**src/rtl/pipe_front_regs.sv**
```systemverilog
// pipe_front_regs: PC, F/D and D/E pipeline registers driven by the hazard unit.
// Next PC is resolved in D (one delay slot), so F/D never needs a flush.
// Also keeps saturating stall/bubble counters and a sticky handshake checker.
module pipe_front_regs #(
    parameter logic [31:0] PC_RESET = 32'h0000_3000,
    parameter int          CNT_W    = 16
) (
    input  logic             clk,
    input  logic             reset,
    input  logic             StallF,
    input  logic             StallD,
    input  logic             FlushE,
    input  logic [31:0]      instr_f,
    input  logic [1:0]       npc_sel_d,
    input  logic             br_taken_d,
    input  logic [31:0]      jr_target_d,
    input  logic [31:0]      rd1_d,
    input  logic [31:0]      rd2_d,
    input  logic [31:0]      imm32_d,
    output logic [31:0]      pc_f,
    output logic [31:0]      ir_d,
    output logic [31:0]      pc4_d,
    output logic [31:0]      ir_e,
    output logic [31:0]      pc4_e,
    output logic [31:0]      rd1_e,
    output logic [31:0]      rd2_e,
    output logic [31:0]      imm32_e,
    output logic [CNT_W-1:0] stall_cnt,
    output logic [CNT_W-1:0] bubble_cnt,
    output logic             proto_err
);

    localparam logic [1:0] SEL_SEQ = 2'b00;
    localparam logic [1:0] SEL_BEQ = 2'b01;
    localparam logic [1:0] SEL_J   = 2'b10;
    localparam logic [1:0] SEL_JR  = 2'b11;

    localparam logic [CNT_W-1:0] CNT_MAX = '1;

    logic [31:0] pc_plus4;
    logic [31:0] br_offset;
    logic [31:0] npc;
    logic        proto_bad;

    assign pc_plus4  = pc_f + 32'd4;
    assign br_offset = {{14{ir_d[15]}}, ir_d[15:0], 2'b00};

    // Handshake is consistent only when F and D agree and a bubble accompanies every stall.
    assign proto_bad = (StallF != StallD) || (FlushE == StallD);

    // Select the next fetch address from the D-stage control-flow decision.
    always_comb begin
        npc = pc_plus4;
        case (npc_sel_d)
            SEL_SEQ: npc = pc_plus4;
            SEL_BEQ: npc = br_taken_d ? (pc4_d + br_offset) : pc_plus4;
            SEL_J:   npc = {pc4_d[31:28], ir_d[25:0], 2'b00};
            SEL_JR:  npc = jr_target_d;
            default: npc = pc_plus4;
        endcase
    end

    // PC advances only when enabled; a held PC drops the D-stage redirect so it re-evaluates.
    always_ff @(posedge clk or negedge reset) begin
        if (!reset) begin
            pc_f <= PC_RESET;
        end else if (StallF) begin
            pc_f <= npc;
        end
    end

    // F/D captures the fetched instruction and its return address when enabled.
    always_ff @(posedge clk or negedge reset) begin
        if (!reset) begin
            ir_d  <= '0;
            pc4_d <= '0;
        end else if (StallD) begin
            ir_d  <= instr_f;
            pc4_d <= pc_plus4;
        end
    end

    // D/E loads every cycle; a flush inserts an all-zero nop bubble.
    always_ff @(posedge clk or negedge reset) begin
        if (!reset) begin
            ir_e    <= '0;
            pc4_e   <= '0;
            rd1_e   <= '0;
            rd2_e   <= '0;
            imm32_e <= '0;
        end else if (FlushE) begin
            ir_e    <= '0;
            pc4_e   <= '0;
            rd1_e   <= '0;
            rd2_e   <= '0;
            imm32_e <= '0;
        end else begin
            ir_e    <= ir_d;
            pc4_e   <= pc4_d;
            rd1_e   <= rd1_d;
            rd2_e   <= rd2_d;
            imm32_e <= imm32_d;
        end
    end

    // Saturating counters of stalled-decode cycles and inserted bubbles.
    always_ff @(posedge clk or negedge reset) begin
        if (!reset) begin
            stall_cnt  <= '0;
            bubble_cnt <= '0;
        end else begin
            if (!StallD && (stall_cnt != CNT_MAX)) begin
                stall_cnt <= stall_cnt + CNT_W'(1);
            end
            if (FlushE && (bubble_cnt != CNT_MAX)) begin
                bubble_cnt <= bubble_cnt + CNT_W'(1);
            end
        end
    end

    // Sticky flag: any inconsistent stall/flush combination latches until reset.
    always_ff @(posedge clk or negedge reset) begin
        if (!reset) begin
            proto_err <= 1'b0;
        end else if (proto_bad) begin
            proto_err <= 1'b1;
        end
    end

endmodule

```
**config.mk**
```make
export PLATFORM = sky130hd
export DESIGN_NAME = pipe_front_regs
export DESIGN_NICKNAME = d
export VERILOG_FILES = /design/src/rtl/pipe_front_regs.sv
export SDC_FILE = /design/constraint.sdc
export NUM_CORES = 1
export LEC_CHECK = 0
export ABC_AREA = 1
export BUFFER_PORTS_ARGS = -buffer_cell sky130_fd_sc_hd__buf_2
export CORE_ASPECT_RATIO = 1.4
export CORE_MARGIN = 3
export CORE_UTILIZATION = 27
export CTS_BUF_LIST = sky130_fd_sc_hd__clkbuf_8
export DETAILED_ROUTE_END_ITERATION = 7
export REMOVE_ABC_BUFFERS = 1
export SYNTH_ARGS = -nofsm -noshare
export SYNTH_HDL_FRONTEND = slang
export SYNTH_SLANG_ARGS = --single-unit
export TNS_END_PERCENT = 10
```
**constraint.sdc**
```tcl
create_clock -name clk -period 2.16 [get_ports clk]
set_clock_uncertainty 0.15 [all_clocks]
set_input_delay 0.108 -clock clk [delete_from_list [all_inputs] [get_ports clk]]
set_output_delay 0.108 -clock clk [all_outputs]
set_load 0.1 [all_outputs]
```
==> qor.txt, run 1 <==
status = complete, but fails checks
failing checks = setup timing
max-cap violation count = 0
wire length per cell = 17.56 um
I/O Buffers = 456
initial antenna violation count = 4
via count = 15.91k
die width = 200.0 um
HPWL Detailed = 43,680 um
io pins = 457
Final Net Count = 3,029
largest net degree at the start of global routing = 117
RSZ-0062 raised after global routing = yes
share of layout cells above drive strength 1 = 0.3017
synthesized area = 14,220 sq um
largest cells by area after synthesis = dfrtp_1 51%, nand2_1 12%, inv_1 9.9%, nor2_1 6.6%, nand3_1 4.6%
worst setup margin = -74.64 ps
DRT iter0 DRCs = 693
Setup CP Type = register to register
leakage = 13.19 nW
number of synthesis warnings = 0
core area = 51,620 sq um
H-tree levels = 2
CP max stage delay = 390 ps
worst slack at placement = -267.6 ps
slowest stage cell, crit path = dfrtp_1
Crit path max-delay family = simple AND/OR/NAND/NOR gates
crit end category = register
crit path time final = 2235 ps
element type at the critical path start = register
CP arrival = 2610 ps
Post-synth EDFFs = 0
grt ovf = 0
post-synthesis cell count = 1,852
share of the synthesized area in the top cell type = 0.5050
Final Hold Vio Count = 0
Netlist cell types = 42
Initial Utilization = 0.2755
clock-pin slew on the worst setup and hold paths = 60 ps
final RePlAce weighted congestion = 0.9602
Synth Flop Type = dfrtp_1
Worst EP required = 2540 ps
clk sink count = 289
CTS tree = done
slew at the pin with the worst max-slew slack = 710.1 ps
Final Max Slew Viols = 0
Avg Cell Area, Syn = 7.679 sq um
placed inst area = 18,600 sq um
max_slew headroom = 0.5266
drt pass-1 iters = 7
design area = 24,000 sq um
FMAX = 0.4475 GHz
Routed WL = 62,650 um
fraction of the yosys area taken by sequential cells = 0.5087
Clk Latency, worst-skew pair = 640 ps
Worst Path Buf+Inv = 3
Via density = 4.458
Area Overhead vs Synth = 68.73%
first-pass GRT wire length = 94,820 um
crit share post-route = 1.035
Tot GR Track Use = 0.2220
CTS Buf Count = 50
die area = 55,500 sq um
antenna viol nets, final = 0
drc violations = 0
Max FO, Critical Path = 12
vias in the first global route = 17.15k
cell mode on critical path = nand2_1
Peak VDD IR = 0.5481 mV
# rows = 98
clk buf depth = 3
DIE HEIGHT = 277.6 um
PD cells = 912.7 nW/um^2
count of state elements after synthesis = 289
most common cell in the netlist = nand2_1
Yosys top cell by area = dfrtp_1
Setup violations, final = 7
buffer type at the clock tree root = clkbuf_8
Post-synth top cells = 443 x nand2_1, 375 x inv_1, 287 x dfrtp_1, 249 x nor2_1, 130 x nand3_1
FFs w/ async S/R, synth = 1.000
CP Cell Sequence = buf_12, ha_4, nand2_1, nor2_2, inv_1, nor2_4, buf_4, nand3_1, nand4_1, nand3_1, nand2_1, nand2_1, nand2_1, nand2_1
worst hold path type = input pin to register
post-layout util = 0.4648
==> worst register-to-register path, cell delays in order (launching register included) <==
cell and delay (ps):
dfrtp_1 390, buf_12 180, ha_4 300, nand2_1 120, nor2_2 150, inv_1 100, nor2_4 150, buf_4 130
nand3_1 80, nand4_1 120, nand3_1 100, nand2_1 60, nand2_1 50, nand2_1 50, nand2_1 40
==> cell type report <==
cell class	instances	area, sq um
antenna	4	10.01
clock buffer	61	839.6
clock inverter	27	230.2
fill	4953	27630
inverter	377	1415
multi-input combinational	1135	6117
sequential	289	7236
tap	700	875.8
timing repair buffer	975	7272
==> metrics by stage <==
stage | instances | total power [mW] | hold slack (ps) | TNS [ps]
final | 3568 | 21.90 | 87.42 | -247.0
after global routing | 3568 | 22.96 | 45.46 | -2483
after floorplan | 1801 | 12.64 | -337.6 | -19710
after global placement | 3129 | 15.36 | -91.20 | -2573
after detailed placement | 3129 | 15.39 | -87.23 | -2700
after CTS | 3562 | 21.91 | 5.823 | -152.4
==> cells by family (layout without fill, tap and decap cells) <==
logic type,Yosys count,count (layout),synth area share
compound gates,171,171,0.06379
xor+xnor,38,38,0.02340
fa+ha+maj,33,33,0.02956
buf+inv,428,1440,0.1138
flops,289,289,0.5087
other cells,0,4,0
simple gates,893,893,0.2608
==> power breakdown <==
| group | leakage [nW] | switching (mW) | total (mW) | internal, mW |
|---|---|---|---|---|
| logic | 8.95 | 7.22 | 9.88 | 2.66 |
| registers | 3.64 | 0.551 | 6.54 | 5.99 |
| clock network | 0.604 | 2.45 | 5.48 | 3.04 |
| total | 13.2 | 10.2 | 21.9 | 11.7 |
==> final timing paths <==
kind / startpoint / to / slack (ps) / cells past startpoint
setup / recovery: ir_d[15]$_DFFE_PN0P_ / pc_f[22]$_DFFE_PN0P_ / -70 / 14
hold / removal: StallD / pc4_d[10]$_DFFE_PN0P_ / 90 / 6
setup reg to reg: ir_d[15]$_DFFE_PN0P_ / pc_f[22]$_DFFE_PN0P_ / -70 / 14
hold reg to reg: ir_d[27]$_DFFE_PN0P_ / ir_e[27]$_DFF_PN0_ / 350 / 2
max in group asynchronous: reset / imm32_e[26]$_DFF_PN0_ / 920 / 5
min in group asynchronous: reset / stall_cnt[6]$_DFFE_PN0P_ / 490 / 4
==> per-layer routing <==
metal	wire length, um	GRT usage	up-vias
met4	3370	0.1090	0
li1	-	-	7614
met5	0	0	-
met3	3894	0.04957	159
met2	31850	0.3983	592
met1	23540	0.2439	7541
==> registers in the layout (all words and copies together), names as in the netlist <==
name,flops
imm32_e,32
ir_d,32
ir_e,32
pc4_d,32
pc4_e,32
pc_f,32
rd1_e,32
rd2_e,32
bubble_cnt,16
stall_cnt,16
proto_err,1
==> timing repair <==
| action | in CTS | in global routing |
|---|---|---|
| endpoints found under the setup margin | 24 | 52 |
| setup buffers | 3 | 2 |
| gates resized for setup | 102 | 90 |
| hold endpoints to repair | 560 | 0 |
| cloned | 0 | 0 |
| hold buffers | 342 | 0 |
| pin swaps | 19 | 11 |
==> cells in the final DEF, fill, tap and decap left out, drive strengths merged, types with 14 or more instances in the layout <==
cell and instances:
a21oi 35, buf 633, clkbuf 62, dfrtp 287
dlygate4sd3 325, dlymetal6s4s 16, ha 32, inv 392
nand2 447, nand3 131, nand4 25, nor2 253
nor3 19, o21ai 117, xnor2 14, xor2 24
(Power assumes the default switching activity.)
==> inputs of run 2 (changes only) <==
==> constraint.sdc (replaced) <==
create_clock -name clk -period 2.16 [get_ports clk]
set_clock_uncertainty 0.15 [all_clocks]
set_input_delay 0.432 -clock clk [delete_from_list [all_inputs] [get_ports clk]]
set_output_delay 0.432 -clock clk [all_outputs]
set_load 0.1 [all_outputs]
==> run 2 against run 1 <==
- the run still ends with setup timing left
- via count shrank 5.9%
- sequential cell count did not move
- global-route usage decreased by 1.3 points
- sequential power about the same
- die area unchanged
- combinational power about the same
- sequential share of layout area increased by 2.3 points
- largest cell class is now registers
- highest routed layer is now met5
==> qor.txt, run 2 (same netlist as run 1, synthesis figures left out) <==
clk sink count = 289 (unchanged)
DRT iter0 DRCs = 687 (was 693)
PD cells = 968.2 nW/um^2 (was 912.7 nW/um^2)
grt ovf = 0 (unchanged)
buffer type at the clock tree root = clkbuf_8 (unchanged)
drc violations = 0 (unchanged)
max_slew headroom = 0.5750 (was 0.5266)
share of layout cells above drive strength 1 = 0.3366 (was 0.3017)
worst setup margin = -82.42 ps (was -74.64 ps)
die width = 200.0 um (unchanged)
largest net degree at the start of global routing = 90 (was 117)
io pins = 457 (unchanged)
sequential share of power = 0.303 (was 0.299)
RSZ-0062 raised after global routing = yes (unchanged)
Tot Pwr = 21.59 mW (was 21.90 mW)
die area = 55,500 sq um (unchanged)
CTS Buf Count = 50 (unchanged)
Final Net Count = 2,832 (was 3,029)
Power Internal = 11.33 mW (was 11.68 mW)
most frequent cells in the layout = 391 x nand2_1, 380 x inv_1, 368 x buf_2 (was 449 x buf_2, 400 x nand2_1, 385 x inv_1)
vias in the first global route = 15.89k (was 17.15k)
first-pass GRT wire length = 89,070 um (was 94,820 um)
drt pass-1 iters = 5 (was 7)
Initial Utilization = 0.2755 (unchanged)
CP arrival = 2620 ps (was 2610 ps)
Setup violations, final = 17 (was 7)
Peak VDD IR = 0.7300 mV (was 0.5481 mV)
CTS tree = done (unchanged)
Tot GR Track Use = 0.2091 (was 0.2220)
Sw Ratio = 0.4753 (was 0.4666)
status = complete, but fails checks (unchanged)
DIE HEIGHT = 277.6 um (unchanged)
leakage = 12.22 nW (was 13.19 nW)
Final Hold Vio Count = 0 (unchanged)
final RePlAce weighted congestion = 0.9522 (was 0.9602)
I/O Buffers = 456 (unchanged)
HPWL Detailed = 43,740 um (was 43,680 um)
placed inst area = 18,750 sq um (was 18,600 sq um)
Worst EP required = 2540 ps (about the same)
element type at the critical path start = register (unchanged)
crit path time final = 2242 ps (was 2235 ps)
antenna viol nets, final = 0 (unchanged)
via count = 14.96k (was 15.91k)
switching power = 10.26 mW (was 10.22 mW)
Clock Power Share = 0.240 (was 0.250)
Clk Latency, worst-skew pair = 650 ps (was 640 ps)
core area = 51,620 sq um (unchanged)
Setup CP Type = register to register (unchanged)
design area = 22,300 sq um (was 24,000 sq um)
Area Overhead vs Synth = 56.81% (was 68.73%)
slew at the pin with the worst max-slew slack = 637.5 ps (was 710.1 ps)
clock-pin slew on the worst setup and hold paths = 70 ps (was 60 ps)
max-cap violation count = 0 (unchanged)
commonest non-fill, non-tap cell in the layout = nand2_1 (was buf_2)
Routed WL = 59,150 um (was 62,650 um)
FMAX = 0.4459 GHz (was 0.4475 GHz)
H-tree levels = 2 (unchanged)
Gate power share = 0.456 (was 0.451)
failing checks = setup timing (unchanged)
# rows = 98 (unchanged)
worst hold path type = input pin to register (unchanged)
wire length per cell = 17.56 um (about the same)
Final Max Slew Viols = 0 (unchanged)
crit end category = register (unchanged)
Via density = 4.441 (was 4.458)
Max FO, Critical Path = 8 (was 12)
crit share post-route = 1.038 (was 1.035)
initial antenna violation count = 3 (was 4)
clk buf depth = 3 (unchanged)
run 2: final timing paths:
| kind | end | slack, ps | start | cells past startpoint |
|---|---|---|---|---|
| max in group asynchronous | rd1_e[6]$_DFF_PN0_ | 980 | reset | 3 |
| min reg2reg | proto_err$_DFFE_PN0P_ | 340 | proto_err$_DFFE_PN0P_ | 2 |
| min | pc_f[5]$_DFFE_PN0P_ | 50 | jr_target_d[5] | 5 |
| max reg2reg | pc_f[25]$_DFFE_PN0P_ | -80 | ir_d[15]$_DFFE_PN0P_ | 13 |
| min in group asynchronous | ir_d[8]$_DFFE_PN0P_ | 170 | reset | 2 |
| max | pc_f[25]$_DFFE_PN0P_ | -80 | ir_d[15]$_DFFE_PN0P_ | 13 |
run 2: timing repair:
item | 4_1_cts | 5_1_grt
endpoints found under the setup margin | 92 | 53
hold buffers | 134 | 0
gates cloned | 0 | 0
gates resized for setup | 115 | 180
endpoints found under the hold margin | 233 | 0
pin swaps | 1 | 50
setup buffers | 2 | 7
run 2: metrics by stage:
stage               TNS, ps  utilization  setup slack [ps]  instances  hold slack (ps)
floorplan            -19710            -            -690.8       1801           -13.59
detailed placement    -2478       0.3631            -228.4       3136            275.4
finish               -708.1       0.4320            -82.42       3369            47.74
global placement      -2070       0.3631            -241.4       3136            276.3
global route          -3598       0.4320            -194.4       3369            43.92
CTS                   -1268       0.4164            -127.9       3361            19.09
run 2: cell type report:
type | count | area, sq um
clock buffer | 58 | 798.3
antenna | 1 | 2.502
tap | 700 | 875.8
inverter | 377 | 1418
sequential | 289 | 7238
fill | 5139 | 29320
clock inverter | 31 | 206.4
multi-input combinational | 1135 | 6196
timing repair buffer | 778 | 5565
run 2: layer usage:
metal | vias to the layer above | wire [um] | GRT usage
met5 | - | 34 | 0
met4 | 4 | 2960 | 0.09346
met3 | 142 | 3715 | 0.05091
met2 | 513 | 30410 | 0.3778
met1 | 7092 | 22030 | 0.2287
li1 | 7210 | - | -
run 2: power groups by stage:
| stage | sequential [mW] | clock [mW] | combinational (mW) |
|---|---|---|---|
| after global routing | 6.62 | 5.59 | 10.4 |
| final | 6.55 | 5.19 | 9.85 |
| after detailed placement | 6.58 | 0 | 8.86 |
| after floorplan | 10.7 | 0 | 1.93 |
| after CTS | 6.51 | 5.37 | 9.35 |
| after global placement | 6.57 | 0 | 8.83 |
run 2: critical path: stages, from the launching register on:
cell,delay [ps]
dfrtp_1,400
buf_12,160
buf_12,150
ha_4,310
nand2_4,80
buf_4,140
nor3_4,220
nand3_2,140
nand3_2,90
nand2_2,50
nand3_2,80
nand3_2,60
nand2_1,70
inv_1,40
==> inputs of run 3 (changes only) <==
==> constraint.sdc (replaced) <==
create_clock -name clk -period 1.95 [get_ports clk]
set_clock_uncertainty 0.15 [all_clocks]
set_input_delay 0.39 -clock clk [delete_from_list [all_inputs] [get_ports clk]]
set_output_delay 0.39 -clock clk [all_outputs]
set_load 0.1 [all_outputs]
==> run 3 against run 2 <==
- clock power increased by 17%
- count of clock-buffer cells in the layout rose by 5
- non-clock buffer count is 74 higher
- sequential cell count did not move
- the run still ends with setup timing left
- final cell count is 2.2% higher
- critical endpoint is now pc_f[27]$_DFFE_PN0P_
- critical path depth rose by 2
- register-to-register slack got worse by 230 ps
==> qor.txt, run 3 (same netlist as run 1, synthesis figures left out) <==
Final Hold Vio Count = 0 (unchanged)
grt ovf = 0 (unchanged)
HPWL Detailed = 44,260 um (was 43,740 um)
CTS tree = done (unchanged)
first-pass GRT wire length = 92,720 um (was 89,070 um)
crit end category = register (unchanged)
failing checks = setup timing (unchanged)
max_slew headroom = 0.6794 (was 0.5750)
PD cells = 1043 nW/um^2 (was 968.2 nW/um^2)
Initial Utilization = 0.2755 (unchanged)
clk buf depth = 3 (unchanged)
Final Net Count = 2,905 (was 2,832)
via count = 15.40k (was 14.96k)
Setup violations, final = 37 (was 17)
H-tree levels = 2 (unchanged)
clk sink count = 289 (unchanged)
RSZ-0062 raised after global routing = yes (unchanged)
# rows = 98 (unchanged)
FMAX = 0.4428 GHz (was 0.4459 GHz)
placed inst area = 19,210 sq um (was 18,750 sq um)
crit share post-route = 1.158 (was 1.038)
Final Max Slew Viols = 0 (unchanged)
worst setup margin = -308.6 ps (was -82.42 ps)
post-layout util = 0.4836 (was 0.4320)
crit path time final = 2259 ps (was 2242 ps)
Setup CP Type = register to register (unchanged)
slew at the pin with the worst max-slew slack = 475.8 ps (was 637.5 ps)
DRT iter0 DRCs = 649 (was 687)
leakage = 13.12 nW (was 12.22 nW)
Via density = 4.473 (was 4.441)
element type at the critical path start = register (unchanged)
final RePlAce weighted congestion = 0.9677 (was 0.9522)
largest net degree at the start of global routing = 89 (was 90)
die area = 55,500 sq um (unchanged)
Clk Latency, worst-skew pair = 660 ps (was 650 ps)
commonest non-fill, non-tap cell in the layout = inv_1 (was nand2_1)
Routed WL = 61,190 um (was 59,150 um)
Multi-input gate area = 6609 sq um (was 6196 sq um)
Filler cells = 4,833 (was 5,139)
worst hold path type = input pin to register (unchanged)
design area = 24,970 sq um (was 22,300 sq um)
Seq. cell area = 7253 sq um (was 7238 sq um)
clock-pin slew on the worst setup and hold paths = 60 ps (was 70 ps)
max-cap violation count = 0 (unchanged)
Worst EP required = 2310 ps (was 2540 ps)
Max FO, Critical Path = 6 (was 8)
drc violations = 0 (unchanged)
share of layout cells above drive strength 1 = 0.3864 (was 0.3366)
CP arrival = 2620 ps (about the same)
wire length per cell = 17.77 um (was 17.56 um)
Area Overhead vs Synth = 75.56% (was 56.81%)
antenna viol nets, final = 0 (unchanged)
die width = 200.0 um (unchanged)
most frequent cells in the layout = 367 x inv_1, 363 x nand2_1, 346 x buf_4 (was 391 x nand2_1, 380 x inv_1, 368 x buf_2)
initial antenna violation count = 4 (was 3)
I/O Buffers = 456 (unchanged)
vias in the first global route = 16.46k (was 15.89k)
buffer type at the clock tree root = clkbuf_8 (unchanged)
DIE HEIGHT = 277.6 um (unchanged)
status = complete, but fails checks (unchanged)
drt pass-1 iters = 5 (unchanged)
core area = 51,620 sq um (unchanged)
io pins = 457 (unchanged)
Tot GR Track Use = 0.2175 (was 0.2091)
Peak VDD IR = 0.5984 mV (was 0.7300 mV)
CTS Buf Count = 49 (was 50)
[run 3: what timing repair did]
action / 4_1_cts / 5_1_grt
cloned: 1 / 0
hold endpoints to repair: 423 / 0
hold buffers: 137 / 0
gates resized for setup: 759 / 120
setup endpoints to repair: 310 / 115
pin swaps: 55 / 44
setup buffers: 21 / 6
[run 3: final timing paths]
| check | cells after the start | slack [ps] | start | end |
|---|---|---|---|---|
| setup reg to reg | 15 | -310 | ir_d[15]$_DFFE_PN0P_ | pc_f[27]$_DFFE_PN0P_ |
| max in group asynchronous | 3 | 770 | reset | bubble_cnt[4]$_DFFE_PN0P_ |
| hold / removal | 7 | 30 | jr_target_d[29] | pc_f[29]$_DFFE_PN0P_ |
| setup / recovery | 15 | -310 | ir_d[15]$_DFFE_PN0P_ | pc_f[27]$_DFFE_PN0P_ |
| min in group asynchronous | 2 | 100 | reset | pc4_d[12]$_DFFE_PN0P_ |
| hold reg to reg | 2 | 330 | proto_err$_DFFE_PN0P_ | proto_err$_DFFE_PN0P_ |
[run 3: worst max-delay path: stages (launching register included)]
cell and delay [ps]:
dfrtp_2 460, buf_12 170, ha_4 280, buf_6 110
nand2_8 50, nor2_4 150, inv_2 60, nor3_4 170
buf_6 130, a21oi_2 50, nand2_1 50, nand2_1 60
nand3_2 80, nand3_2 60, nand2_1 60, inv_1 40
[run 3: layout make-up]
cell class                      count  share of cell area
Inverter                          377             0.05693
Sequential cell                   289              0.2905
Tap cell                          700             0.03508
Multi-Input combinational cell   1135              0.2647
Clock buffer                       63             0.03473
Antenna cell                        2           0.0002005
Timing Repair Buffer              852              0.3097
Clock inverter                     25            0.008169
[run 3: metrics by stage]
step	cells	power, mW	setup slack (ps)	TNS, ps	hold WS (ps)
4_1_cts	3436	25.83	-324.5	-5840	0.3875
3_3_place_gp	3190	17.34	-748.5	-8882	152.2
2_1_floorplan	1801	14.01	-900.8	-37570	-55.59
6_report	3443	26.03	-308.6	-5667	34.77
3_5_place_dp	3190	17.39	-744.4	-9384	169.1
5_1_grt	3442	27.20	-430.4	-10280	58.70
[run 3: where the power goes]
group / total [mW] / leakage (nW) / switching [mW] / internal [mW]
clock network: 6.05 / 0.594 / 2.74 / 3.31
registers: 7.27 / 3.62 / 0.625 / 6.65
logic: 12.7 / 8.90 / 8.48 / 4.23
total: 26.0 / 13.1 / 11.8 / 14.2
[run 3: metal layers]
layer	routed length, um	vias up	global-route usage
met5	47	-	0
met4	3286	6	0.1067
met3	3893	153	0.05042
met2	31490	539	0.3901
met1	22470	7338	0.2378
li1	-	7366	-
